--- config.mk ---
export PLATFORM = sky130hd
export DESIGN_NAME = fsm_debounce_multi
export DESIGN_NICKNAME = d
export VERILOG_FILES = /design/src/rtl/fsm_debounce_multi.sv
export SDC_FILE = /design/constraint.sdc
export NUM_CORES = 1
export LEC_CHECK = 0
export ABC_AREA = 1
export CAP_MARGIN = 20
export CORE_MARGIN = 8
export CORE_UTILIZATION = 45
export CTS_CLUSTER_DIAMETER = 50
export DETAILED_ROUTE_END_ITERATION = 8
export PLACE_DENSITY = 0.78
export SYNTH_ARGS = -nofsm -noshare
export SYNTH_HDL_FRONTEND = slang
export SYNTH_SLANG_ARGS = --single-unit
--- constraint.sdc ---
create_clock -name clk -period 1.7 [get_ports clk]
set_input_delay 0.34 -clock clk [delete_from_list [all_inputs] [get_ports clk]]
set_output_delay 0.34 -clock clk [all_outputs]
set_load 0.005 [all_outputs]
--- src/rtl/fsm_debounce_multi.sv ---
// -----------------------------------------------------------------------------
// fsm_debounce_multi
//
// Multi-channel switch debouncer. Each channel runs an independent four-state
// FSM (ZERO, WAIT1, ONE, WAIT0) with its own stability counter. A channel
// only changes its debounced level after the raw input has held the new value
// for STABLE_CYC qualifying en strobes. Any bounce back to the old level
// aborts the wait without producing a tick.
//
// Rise/fall ticks are single-cycle pulses with one of two timings:
//   TICK_MOORE = 0 : combinational (Mealy). The tick is high in the cycle
//                    before the state changes.
//   TICK_MOORE = 1 : registered (Moore). The tick is high in the first cycle
//                    of the new state, aligned with the db_level edge.
//
// Parameters
//   CH          number of independent channels (>= 1)
//   STABLE_CYC  en strobes the input must hold stable (>= 1)
//   TICK_MOORE  tick timing select (0: Mealy, 1: Moore)
//
// Ports
//   clk        system clock, rising edge
//   reset      asynchronous, active-high reset
//   en         sample strobe; stability counters advance only when en = 1
//   sw         raw switch levels, already synchronised to clk
//   db_level   debounced level per channel
//   rise_tick  one-cycle pulse on a debounced 0->1 transition
//   fall_tick  one-cycle pulse on a debounced 1->0 transition
// -----------------------------------------------------------------------------
module fsm_debounce_multi #(
  parameter int CH         = 4,
  parameter int STABLE_CYC = 16,
  parameter int TICK_MOORE = 0
) (
  input  logic          clk,
  input  logic          reset,
  input  logic          en,
  input  logic [CH-1:0] sw,
  output logic [CH-1:0] db_level,
  output logic [CH-1:0] rise_tick,
  output logic [CH-1:0] fall_tick
);

  // The counter is at least one bit wide, so STABLE_CYC = 1 still has a
  // legal counter. It is loaded with zero, and the first en strobe completes
  // the wait.
  localparam int             CW       = (STABLE_CYC > 1) ? $clog2(STABLE_CYC) : 1;
  localparam logic [CW-1:0]  CNT_LOAD = CW'(STABLE_CYC - 1);
  localparam logic [CW-1:0]  CNT_ONE  = CW'(1);

  typedef enum logic [1:0] {
    ZERO  = 2'd0,  // debounced 0, input agrees
    WAIT1 = 2'd1,  // debounced 0, input is 1, counting stable strobes
    ONE   = 2'd2,  // debounced 1, input agrees
    WAIT0 = 2'd3   // debounced 1, input is 0, counting stable strobes
  } state_t;

  state_t        state_q [CH];
  state_t        state_d [CH];
  logic [CW-1:0] cnt_q   [CH];
  logic [CW-1:0] cnt_d   [CH];

  // The raw rise/fall conditions. They drive the ticks directly in Mealy
  // mode and feed the tick registers in Moore mode.
  logic [CH-1:0] rise_cond;
  logic [CH-1:0] fall_cond;

  // ---------------------------------------------------------------------------
  // State register
  // ---------------------------------------------------------------------------
  // NOTE: sequential state uses non-blocking assignments, so every register
  // samples the values from before the clock edge, no matter how the
  // processes are ordered.
  always_ff @(posedge clk or posedge reset) begin
    if (reset) begin
      for (int c = 0; c < CH; c++) begin
        state_q[c] <= ZERO;
        cnt_q[c]   <= '0;
      end
    end else begin
      for (int c = 0; c < CH; c++) begin
        state_q[c] <= state_d[c];
        cnt_q[c]   <= cnt_d[c];
      end
    end
  end

  // ---------------------------------------------------------------------------
  // Next-state logic
  // ---------------------------------------------------------------------------
  // NOTE: every output of this block gets a default first ("hold"). Without
  // it, any path that does not assign a signal would infer a latch.
  always_comb begin
    for (int c = 0; c < CH; c++) begin
      state_d[c] = state_q[c];
      cnt_d[c]   = cnt_q[c];

      unique case (state_q[c])
        ZERO: begin
          // en is ignored on the entry cycle. The wait always starts with a
          // full count.
          if (sw[c]) begin
            state_d[c] = WAIT1;
            cnt_d[c]   = CNT_LOAD;
          end
        end

        WAIT1: begin
          if (!sw[c]) begin
            state_d[c] = ZERO;                 // bounce rejected
          end else if (en) begin
            if (cnt_q[c] == '0) state_d[c] = ONE;
            else                cnt_d[c]   = cnt_q[c] - CNT_ONE;
          end
        end

        ONE: begin
          if (!sw[c]) begin
            state_d[c] = WAIT0;
            cnt_d[c]   = CNT_LOAD;
          end
        end

        WAIT0: begin
          if (sw[c]) begin
            state_d[c] = ONE;                  // bounce rejected
          end else if (en) begin
            if (cnt_q[c] == '0) state_d[c] = ZERO;
            else                cnt_d[c]   = cnt_q[c] - CNT_ONE;
          end
        end

        default: begin
          state_d[c] = ZERO;
          cnt_d[c]   = '0;
        end
      endcase
    end
  end

  // ---------------------------------------------------------------------------
  // Output logic
  // ---------------------------------------------------------------------------
  // db_level depends only on the state. A rise can only come from WAIT1 and a
  // fall only from WAIT0, so one channel can never raise both in one cycle.
  always_comb begin
    db_level  = '0;
    rise_cond = '0;
    fall_cond = '0;
    for (int c = 0; c < CH; c++) begin
      db_level[c]  = (state_q[c] == ONE) || (state_q[c] == WAIT0);
      rise_cond[c] = (state_q[c] == WAIT1) &&  sw[c] && en && (cnt_q[c] == '0);
      fall_cond[c] = (state_q[c] == WAIT0) && !sw[c] && en && (cnt_q[c] == '0);
    end
  end

  // ---------------------------------------------------------------------------
  // Tick timing
  // ---------------------------------------------------------------------------
  generate
    if (TICK_MOORE != 0) begin : g_moore_ticks
      logic [CH-1:0] rise_q;
      logic [CH-1:0] fall_q;

      // A condition lasts only one cycle, because the state leaves WAITx on
      // the same edge. So the registered tick is high for exactly the first
      // cycle of ONE/ZERO.
      always_ff @(posedge clk or posedge reset) begin
        if (reset) begin
          rise_q <= '0;
          fall_q <= '0;
        end else begin
          rise_q <= rise_cond;
          fall_q <= fall_cond;
        end
      end

      assign rise_tick = rise_q;
      assign fall_tick = fall_q;
    end else begin : g_mealy_ticks
      assign rise_tick = rise_cond;
      assign fall_tick = fall_cond;
    end
  endgenerate

endmodule

# --- Word level (Yosys, flattened, before mapping) ---
# Index checks and enable logic that the tools add are counted.
# W data, S select, Z words.
op_classes:
  muxes: 64
  add_sub_neg: 4
  eq_ne: 44
  reduce_logical: 48
ops:
  columns: ["operator", "count"]
  rows:
  - ["$mux W4", 24]
  - ["$mux W2", 32]
  - ["$pmux W4 S4", 4]
  - ["$ne A2 B2 Y1 const B", 16]
  - ["$pmux W2 S4", 4]
  - ["$logic_and A1 B1 Y1", 24]
  - ["$ne A3 B2 Y1 const B", 8]
  - ["$ne A3 B3 Y1 const B", 8]
  - ["$reduce_and A6 Y1", 4]
  - ["$eq A2 B2 Y1 const B", 8]
  - ["$logic_not A4 Y1", 4]
  - ["$reduce_and A4 Y1", 4]
  - ["$sub A4 B1 Y4 const B", 4]
  - ["$eq A2 B1 Y1 const B", 4]
  - ["$logic_not A2 Y1", 4]
  - ["$logic_not A1 Y1", 4]
  - ["$logic_or A1 B1 Y1", 4]
totals:
  word_cells: 168
  out_inout_bits: 12
  regBits: 24
  in_bits: 7

# --- Logic depth before layout (Yosys ltp) ---
# Gate-level depths: netlist of run 1.
depth:
  depth_word: 5
  ltp_mapped: 8
  ltp_nobuf: 8

# --- Least setup slack after synthesis of run 1 ---
# Ideal clock, no wire load.
synth_path:
  path_type: "reg-to-output"
  from: "reg cnt_q[8] in the netlist's numbering"
  to: "out rise_tick[1]"
  t_arrival_ns: 1.037
  setup_slack_ns: 0.323
  required_time_ns: 1.360
  path_buffers: 0
  path_stages_with_launch: 5
  path_cell_list: "dfrtp_1 -> inv_1 -> ha_1 -> nand4_1 -> nor3_1"
synth_between:
  elab_chain_cells: 2
synth_rtl:
  columns: ["element", "line_no", "rtl"]
  rows:
  - ["start, declared", "60", "logic [CW-1:0] cnt_q [CH];"]
  - ["start signal, assigned by index", "83", "cnt_q[c] <= cnt_d[c];"]
  - ["$logic_not A4 Y1", "152", "rise_cond[c] = (state_q[c] == WAIT1) && sw[c] && en && (cnt_q[c] == '0);"]
  - ["$logic_and A1 B1 Y1", "152", null]
  - ["end, declared", "40", "output logic [CH-1:0] rise_tick,"]
# No other way between the ends.

# --- Final worst setup path of run 1 ---
layout_path:
  from: "reg cnt_q[0] in the netlist's numbering"
  to: "out fall_tick[3]"
layout_between:
  elab_chain_cells: 2
layout_rtl:
  columns: ["element", "line_no", "rtl"]
  rows:
  - ["$logic_not A4 Y1", "153", "fall_cond[c] = (state_q[c] == WAIT0) && !sw[c] && en && (cnt_q[c] == '0);"]
  - ["$logic_and A1 B1 Y1", "153", null]
  - ["end, declared", "41", "output logic [CH-1:0] fall_tick"]
# No other way between the ends.

==> reports/qor.txt, run 1 <==
Layout cells sized above 1 - 0.360
Num ports - 19
Routed wire length - 3900 um
VDD IR-drop max - 1.10 mV
Fmax - 550 MHz
Slew margin rel. - 0.789
GR Util met3 - 0.0316
Worst-path cell chain - inv_2 -> ha_4 -> nand2_4 -> nor2_4 -> nand4_1 -> nor2_1 -> buf_2
Critical path class - register to output pin
DRC errors left - 0
Power Density - 1650 nW/um^2
Post-Route Utilization - 0.736
Die width - 72.8 um
TritonCTS buffer count - 3
Clk slew on worst S/H paths - 0.12 ns
Detailed Route Iter0 Violations - 80
Vias in the first global route - 1505
Final Hold Viols - 0
Antenna diodes - 0
Synthesized area - 1450 um^2
Synthesized Nets - 228
Final Critical Period - 1.82 ns
Placer congestion estimate - 0.795
Later-pin clock latency in the skew report - 0.30 ns
Area of the multi-input gates - 788 um^2
Min Hold Slack - 0.361 ns
Period utilization - 1.07
Failing checks - negative setup slack
Total iterations of the first detailed-routing run - 4
Status - complete, but fails checks
Fillers - 252
Buf+Inv Stages, Crit Path - 2
Post-synthesis register bit count - 24
Setup TNS Final - -0.370 ns
Startpoint types - register
FP Rows - 20
GRT busiest layer - met2
First-pass GRT wire length - 6290 um
Seq. cell area - 601 um^2
Family with the most delay on the worst path - flip-flops
H-tree depth - 1
Initial Utilization - 0.475
Global Route Usage Sum - 0.146
Final net count - 310
Largest net degree at the start of global routing - 25
Register area share after synthesis - 0.414
CTS Buffer Depth - 2
Clock skew - 0.00261 ns
Worst slew pin tran - 0.317 ns
CTS tree - yes
Met2 usage - 0.275
Synth unique cells - 18
Post-route setup slack - -0.119 ns
Worst Setup End Kind - output pin
Root Buffer - clkbuf_4
Final count of negative-setup-slack endpoints - 7
Power Total - 3.70 mW
Port Buffers - 18
Leak pwr - 1.26 nW
Worst-path maximum fanout - 2
Hold Crit Class - input pin to async pin
RSZ-0062 raised after global routing - true
Max-Cap Viols - 0
Syn-to-layout area delta - 55.0%
Hold buffers post-CTS - 0
DP Wirelength - 2550 um
Syn avg cell area - 6.68 um^2
Arr. time, crit path - 1.48 ns
CP max stage cell - dfrtp_1
Most frequent cells in the layout - 90 x nand2_1, 55 x buf_4, 25 x inv_1, 24 x dfrtp_1, 21 x nand3_1
Routed Antenna Nets - 0
Die Y - 72.8 um
CP required - 1.36 ns
WL/cell - 11.4 um
CORE AREA - 3050 um^2
Most common cell after layout, fill and taps aside - nand2_1
Synthesized instance count - 217
Synth warn - 0
Overflow after GRT - 0
Via/cell ratio - 4.68
Grt met1 use - 0.163
Full die area - 5290 um^2
Clock Sinks - 24
Fin. max-slew vios - 0
CP peak stage delay - 0.41 ns
Antenna violations before repair - 0
Via count - 1596
metal layers:
layer,routed length [um],part of all wire
met5,0,0
met4,36,0.0092
met3,124,0.032
met2,2010,0.51
met1,1730,0.44
area by class of cell:
cell class              instances  share of cell area
clock buffers                   3              0.0100
inverters                      34              0.0568
repair buffers                 82               0.291
well taps                      44              0.0245
multi-input cells             154               0.351
flip-flops and latches         24               0.267
tightest hold or removal path, cell delays in order:
cell and delay [ns]:
clkdlybuf4s50_1 0.39, inv_1 0.05, buf_4 0.30
power breakdown:
part	internal (mW)	total, mW	switching (mW)
Sequential	0.847	1.06	0.212
Combinational	1.25	2.40	1.15
Clock	0.0827	0.243	0.161
cells by family after synthesis:
kind of cell,after synthesis,synth area share
xor+xnor,1,0.00604
simple gates,145,0.430
fa+ha+maj,4,0.0345
compound gates,4,0.0138
buf+inv,39,0.102
flops,24,0.414
what timing repair did:
action,CTS,global route
pin swaps,17,10
buffers inserted,18,10
setup endpoints to repair,8,12
gates resized for setup,63,8
Yosys cell counts (all sizes together):
| library cell | instances | area, um^2 |
|---|---|---|
| nor3 | 2 | 10.0 |
| xor2 | 1 | 8.76 |
| buf | 1 | 5.00 |
| o21ai | 4 | 20.0 |
| dfrtp | 24 | 601 |
| nor2 | 19 | 96.3 |
| nand4 | 4 | 25.0 |
| nand3 | 21 | 105 |
| clkbuf | 4 | 15.0 |
| nand2 | 96 | 368 |
| ha | 4 | 50.1 |
| inv | 34 | 128 |
| or2 | 3 | 18.8 |
worst paths after layout:
| check | from | endpoint | slack, ns | depth (start not counted) |
|---|---|---|---|---|
| setup / recovery | cnt_q[0]$_DFFE_PP0P_ | fall_tick[3] | -0.12 | 7 |
| hold / removal | reset | cnt_q[11]$_DFFE_PP0P_ | 0.36 | 3 |
| setup reg to reg | cnt_q[0]$_DFFE_PP0P_ | register | -0.04 | 14 |
| hold reg to reg | register | register | 0.57 | 2 |
| max in group asynchronous | reset | cnt_q[2]$_DFFE_PP0P_ | 1.10 | 3 |
| min in group clk | register | register | 0.57 | 2 |
stage by stage:
| stage | instances | setup WS (ns) | instance area (um^2) |
|---|---|---|---|
| 2_1_floorplan | 217 | 0.323 | 1450 |
| 3_3_place_gp | 313 | -0.437 | 1960 |
| 3_5_place_dp | 313 | -0.438 | 1960 |
| 4_1_cts | 333 | -0.109 | 2180 |
| 5_1_grt | 341 | -0.236 | 2250 |
| 6_report | 341 | -0.119 | 2250 |
Power figures use the tool's default switching activity.
==> run 2: changes to the inputs <==
--- a/config.mk
+++ b/config.mk
@@ -7,7 +7,6 @@
 export LEC_CHECK = 0
 export ABC_AREA = 1
 export CAP_MARGIN = 20
-export CORE_MARGIN = 8
 export CORE_UTILIZATION = 45
 export CTS_CLUSTER_DIAMETER = 50
 export DETAILED_ROUTE_END_ITERATION = 8
==> run 2 against run 1 <==
The run still ends with negative setup slack left. Routed wire length decreased by 4.6%. Die area is 35% lower. Clock power grew 28%. Sequential cell count unchanged. Utilization is 2.0 points lower. Critical path depth rose by 1. Final cell count is 2.3% lower. Critical path type unchanged. Critical endpoint unchanged. Largest power group unchanged.
==> reports/qor.txt, run 2 (synthesis gave the netlist of run 1 again) <==
Detailed Route Iter0 Violations - 55
Most frequent cells in the layout - 90 x nand2_1, 51 x buf_4, 25 x inv_1, 23 x dfrtp_1, 21 x nand3_1
Num ports - 19
Fin. max-slew vios - 0
Antenna violations before repair - 0
RSZ-0062 raised after global routing - true
Final count of negative-setup-slack endpoints - 5
Vias in the first global route - 1455
Via count - 1537
CTS tree - yes
Final net count - 301
Cell Area, Placed - 1950 um^2
Placer congestion estimate - 0.828
Status - complete, but fails checks
Startpoint types - register
Worst Setup End Kind - output pin
Hold Crit Class - input pin to async pin
Most common cell after layout, fill and taps aside - nand2_1
FP Rows - 20
CP max stage cell - dfrtp_1
CTS Buffer Depth - 2
Root Buffer - clkbuf_4
Routed wire length - 3720 um
CP required - 1.36 ns
Post-route cell area - 2190 um^2
Routed Antenna Nets - 0
WL/cell - 11.2 um
Full die area - 3450 um^2
Antenna diodes - 0
Setup TNS Final - -0.375 ns
Syn-to-layout area delta - 50.8%
Clock skew - 0.00345 ns
Critical path class - register to output pin
Post-route setup slack - -0.154 ns
Failing checks - negative setup slack
Layout cells sized above 1 - 0.343
Die Y - 58.8 um
CP peak stage delay - 0.41 ns
First-pass GRT wire length - 6170 um
Worst-path maximum fanout - 2
Global Route Usage Sum - 0.237
Fmax - 539 MHz
Power Density - 1690 nW/um^2
Later-pin clock latency in the skew report - 0.32 ns
Port Buffers - 18
Worst slew pin tran - 0.302 ns
Initial Utilization - 0.475
Arr. time, crit path - 1.51 ns
Overflow after GRT - 0
Worst-path cell chain - inv_2 -> ha_4 -> nand2_4 -> nor2_4 -> buf_6 -> nand4_1 -> nor2_1 -> buf_2
TritonCTS buffer count - 3
Period utilization - 1.09
Hold buffers post-CTS - 0
Slew margin rel. - 0.799
Total iterations of the first detailed-routing run - 4
Dpl ws - -0.510 ns
VDD IR-drop max - 0.791 mV
Leak pwr - 1.22 nW
CORE AREA - 3050 um^2
Max-Cap Viols - 0
Clock Sinks - 24
Largest net degree at the start of global routing - 25
Final Critical Period - 1.85 ns
Clk slew on worst S/H paths - 0.14 ns
DRC errors left - 0
Final Hold Viols - 0
Die width - 58.8 um
Placed cell count - 312
Fin cells - 333
DP Wirelength - 2360 um
Via/cell ratio - 4.62
H-tree depth - 1
==> run 2: per-layer routing <==
metal	track usage	vias up	part of all wire
met1	0.282	697	0.43
met4	0.0952	0	0.019
met2	0.435	23	0.53
li1	-	809	-
met5	0	-	0
met3	0.0220	8	0.022
==> run 2: path summary, 6_finish.rpt <==
path                                      startpoint               endpoint  slack [ns]  cells past startpoint
max in group asynchronous                      reset              async pin        1.11                      3
worst max-delay path            cnt_q[0]$_DFFE_PP0P_           fall_tick[3]       -0.15                      8
worst max register to register  cnt_q[4]$_DFFE_PP0P_               register        0.08                     10
min in group clk                cnt_q[7]$_DFFE_PP0P_   cnt_q[7]$_DFFE_PP0P_        0.56                      2
worst min register to register  cnt_q[7]$_DFFE_PP0P_   cnt_q[7]$_DFFE_PP0P_        0.56                      2
worst min-delay path                           reset  cnt_q[10]$_DFFE_PP0P_        0.35                      3
==> run 2: metrics by stage <==
step / util / total power [mW] / hold WS [ns]
2_1_floorplan: - / 2.10 / 0.355
3_3_place_gp: 0.639 / 2.88 / 0.517
3_5_place_dp: 0.639 / 2.95 / 0.518
4_1_cts: 0.707 / 3.52 / 0.357
5_1_grt: 0.716 / 4.04 / 0.377
6_report: 0.716 / 3.71 / 0.349
==> run 2: power by group <==
| group | switching, mW | internal, mW | leakage, nW | total [mW] |
|---|---|---|---|---|
| logic | 1.14 | 1.19 | 0.921 | 2.34 |
| registers | 0.211 | 0.849 | 0.280 | 1.06 |
| clock network | 0.180 | 0.131 | 0.0210 | 0.311 |
| total | 1.53 | 2.17 | 1.22 | 3.71 |
==> run 2: final cells by class <==
cell class                      instances  area (um^2)
Fill cell                             242          866
Clock buffer                            4         36.3
Tap cell                               44         55.1
Multi-Input combinational cell        154          793
Sequential cell                        24          602
Timing Repair Buffer                   73          573
Inverter                               34          128
==> run 2: what timing repair did <==
| action | CTS | global route |
|---|---|---|
| pin swaps | 16 | 10 |
| setup buffers | 16 | 6 |
| resized for setup | 58 | 10 |
| setup endpoints to repair | 8 | 11 |
==> run 2: worst max-delay path, delay by kind of cell, from the launching register on <==
family        cells  cell delay [ns]
simple gates      4             0.34
flops             1             0.41
buf+inv           3             0.29
fa+ha+maj         1             0.14
==> run 3: changes to the inputs <==
==> constraint.sdc (replaced) <==
create_clock -name clk -period 2.23 [get_ports clk]
set_input_delay 0.446 -clock clk [delete_from_list [all_inputs] [get_ports clk]]
set_output_delay 0.446 -clock clk [all_outputs]
set_load 0.005 [all_outputs]
==> run 3 against run 2 <==
Register-to-register slack improved by 0.85 ns. Utilization down 12 points. The flow now finishes without violations. First-iteration DRC count increased by 1.8%. Via count down 11%. Sequential share of layout area rose by 5.3 points. Clock power shrank 41%. Critical path type unchanged. Sequential power fell by 18%. Global-route usage fell by 4.8 points. Sequential cell count stayed put.
==> reports/qor.txt, run 3 (synthesis gave the netlist of run 1 again) <==
Overflow after GRT - 0
Clock Sinks - 24
Worst-path maximum fanout - 4
Largest net degree at the start of global routing - 25
Final count of negative-setup-slack endpoints - 0
Final Hold Viols - 0
TritonCTS buffer count - 3
Arr. time, crit path - 1.71 ns
Port Buffers - 18
Critical path class - register to output pin
Cell Area, Placed - 1700 um^2
Worst slew pin tran - 0.311 ns
Most common cell after layout, fill and taps aside - nand2_1
Status - finished, final reports clean
Setup TNS Final - 0 ns
Placer congestion estimate - 0.819
Sw Share - 0.439
Internal power - 1.25 mW
Post-Route Utilization - 0.599
CP required - 1.78 ns
Final net count - 259
DP Wirelength - 1980 um
Full die area - 3450 um^2
Sw Pwr - 0.981 mW
Antenna diodes - 0
Layout cells sized above 1 - 0.150
Routed wire length - 2870 um
Fmax - 464 MHz
VDD IR-drop max - 0.582 mV
Clock share of power - 0.083
Clock skew - 0.00343 ns
Routed Antenna Nets - 0
Combinational share of power - 0.526
Worst Setup End Kind - output pin
Syn-to-layout area delta - 26.1%
Hold Crit Class - input pin to async pin
Most frequent cells in the layout - 93 x nand2_1, 28 x inv_1, 24 x dfrtp_1, 21 x nand3_1, 14 x nor2_1
Worst reg-to-reg setup slack - 0.93 ns
Later-pin clock latency in the skew report - 0.30 ns
DRC errors left - 0
Final Critical Period - 2.15 ns
Global Route Usage Sum - 0.189
Initial Utilization - 0.475
Startpoint types - register
Clk slew on worst S/H paths - 0.12 ns
First-pass GRT wire length - 5070 um
Die width - 58.8 um
Root Buffer - clkbuf_4
Detailed Route Iter0 Violations - 56
Total iterations of the first detailed-routing run - 4
Period utilization - 0.966
Fin. max-slew vios - 0
WL/cell - 9.90 um
CORE AREA - 3050 um^2
CTS Buffer Depth - 2
Setup crit start - cnt_q[5]$_DFFE_PP0P_
Die Y - 58.8 um
Post-route cell area - 1830 um^2
Via count - 1370
Sequential Power Share - 0.391
Leak pwr - 1.03 nW
Slew margin rel. - 0.793
Power Density - 1220 nW/um^2
Antenna violations before repair - 0
Vias in the first global route - 1233
H-tree depth - 1
FP Rows - 20
Via/cell ratio - 4.72
Max-Cap Viols - 0
Power Total - 2.23 mW
Num ports - 19
RR Startpoint - cnt_q[0]$_DFFE_PP0P_
CTS tree - yes
-- run 3: cell types whose count changed in the layout (fill, tap and decap cells not counted), moves of 3 or more --
cell / change
nand2_1: +3
buf_2: -7
inv_1: +3
clkdlybuf4s50_1: +3
buf_4: -38
dlygate4sd2_1: +3
buf_6: -4
inv_2: -3
-- run 3: critical path, cell delays in order (launching register included) --
cell	delay, ns
dfrtp_1	0.40
inv_1	0.10
ha_4	0.16
nand4_1	0.13
nor2_1	0.12
clkdlybuf4s50_1	0.51
-- run 3: timing repair --
| action | in CTS | in global routing |
|---|---|---|
| pin swaps | 2 | 4 |
| endpoints found under the setup margin | 8 | 6 |
| hold buffers | 0 | 0 |
| resized for setup | 12 | 7 |
| buffers inserted | 6 | 2 |
-- run 3: worst paths after layout --
check	cells past startpoint	to
hold / removal	3	cnt_q[1]$_DFFE_PP0P_
max in group asynchronous	3	async pin
hold reg to reg	2	cnt_q[1]$_DFFE_PP0P_
min in group clk	2	cnt_q[1]$_DFFE_PP0P_
setup / recovery	5	fall_tick[2]
setup reg to reg	9	register
-- run 3: power by group through the flow --
stage          Clock [mW]  Combinational, mW  Sequential, mW
2_1_floorplan           0              0.792           0.812
3_5_place_dp            0              0.975           0.884
6_report            0.185               1.17           0.873
5_1_grt             0.212               1.37           0.910
4_1_cts             0.195               1.09           0.867
3_3_place_gp            0              0.947           0.882
-- run 3: final cells by class --
type / instances / area, um^2
sequential: 24 / 601
inverter: 34 / 128
clock buffer: 3 / 22.5
tap: 44 / 55.1
multi-input combinational: 154 / 744
timing repair buffer: 31 / 278
fill: 300 / 1220
-- run 3: metrics by stage --
step	setup slack, ns	instances	hold slack, ns
2_1_floorplan	0.747	217	0.461
3_3_place_gp	-0.134	279	0.488
3_5_place_dp	-0.140	279	0.495
4_1_cts	-0.117	288	0.493
5_1_grt	-0.0118	290	0.503
6_report	0.0755	290	0.479
-- run 3: layer usage --
| metal | global-route usage | share of wire |
|---|---|---|
| met5 | 0 | 0 |
| met4 | 0.0748 | 0.010 |
| met3 | 0.0264 | 0.020 |
| met2 | 0.310 | 0.49 |
| met1 | 0.251 | 0.48 |
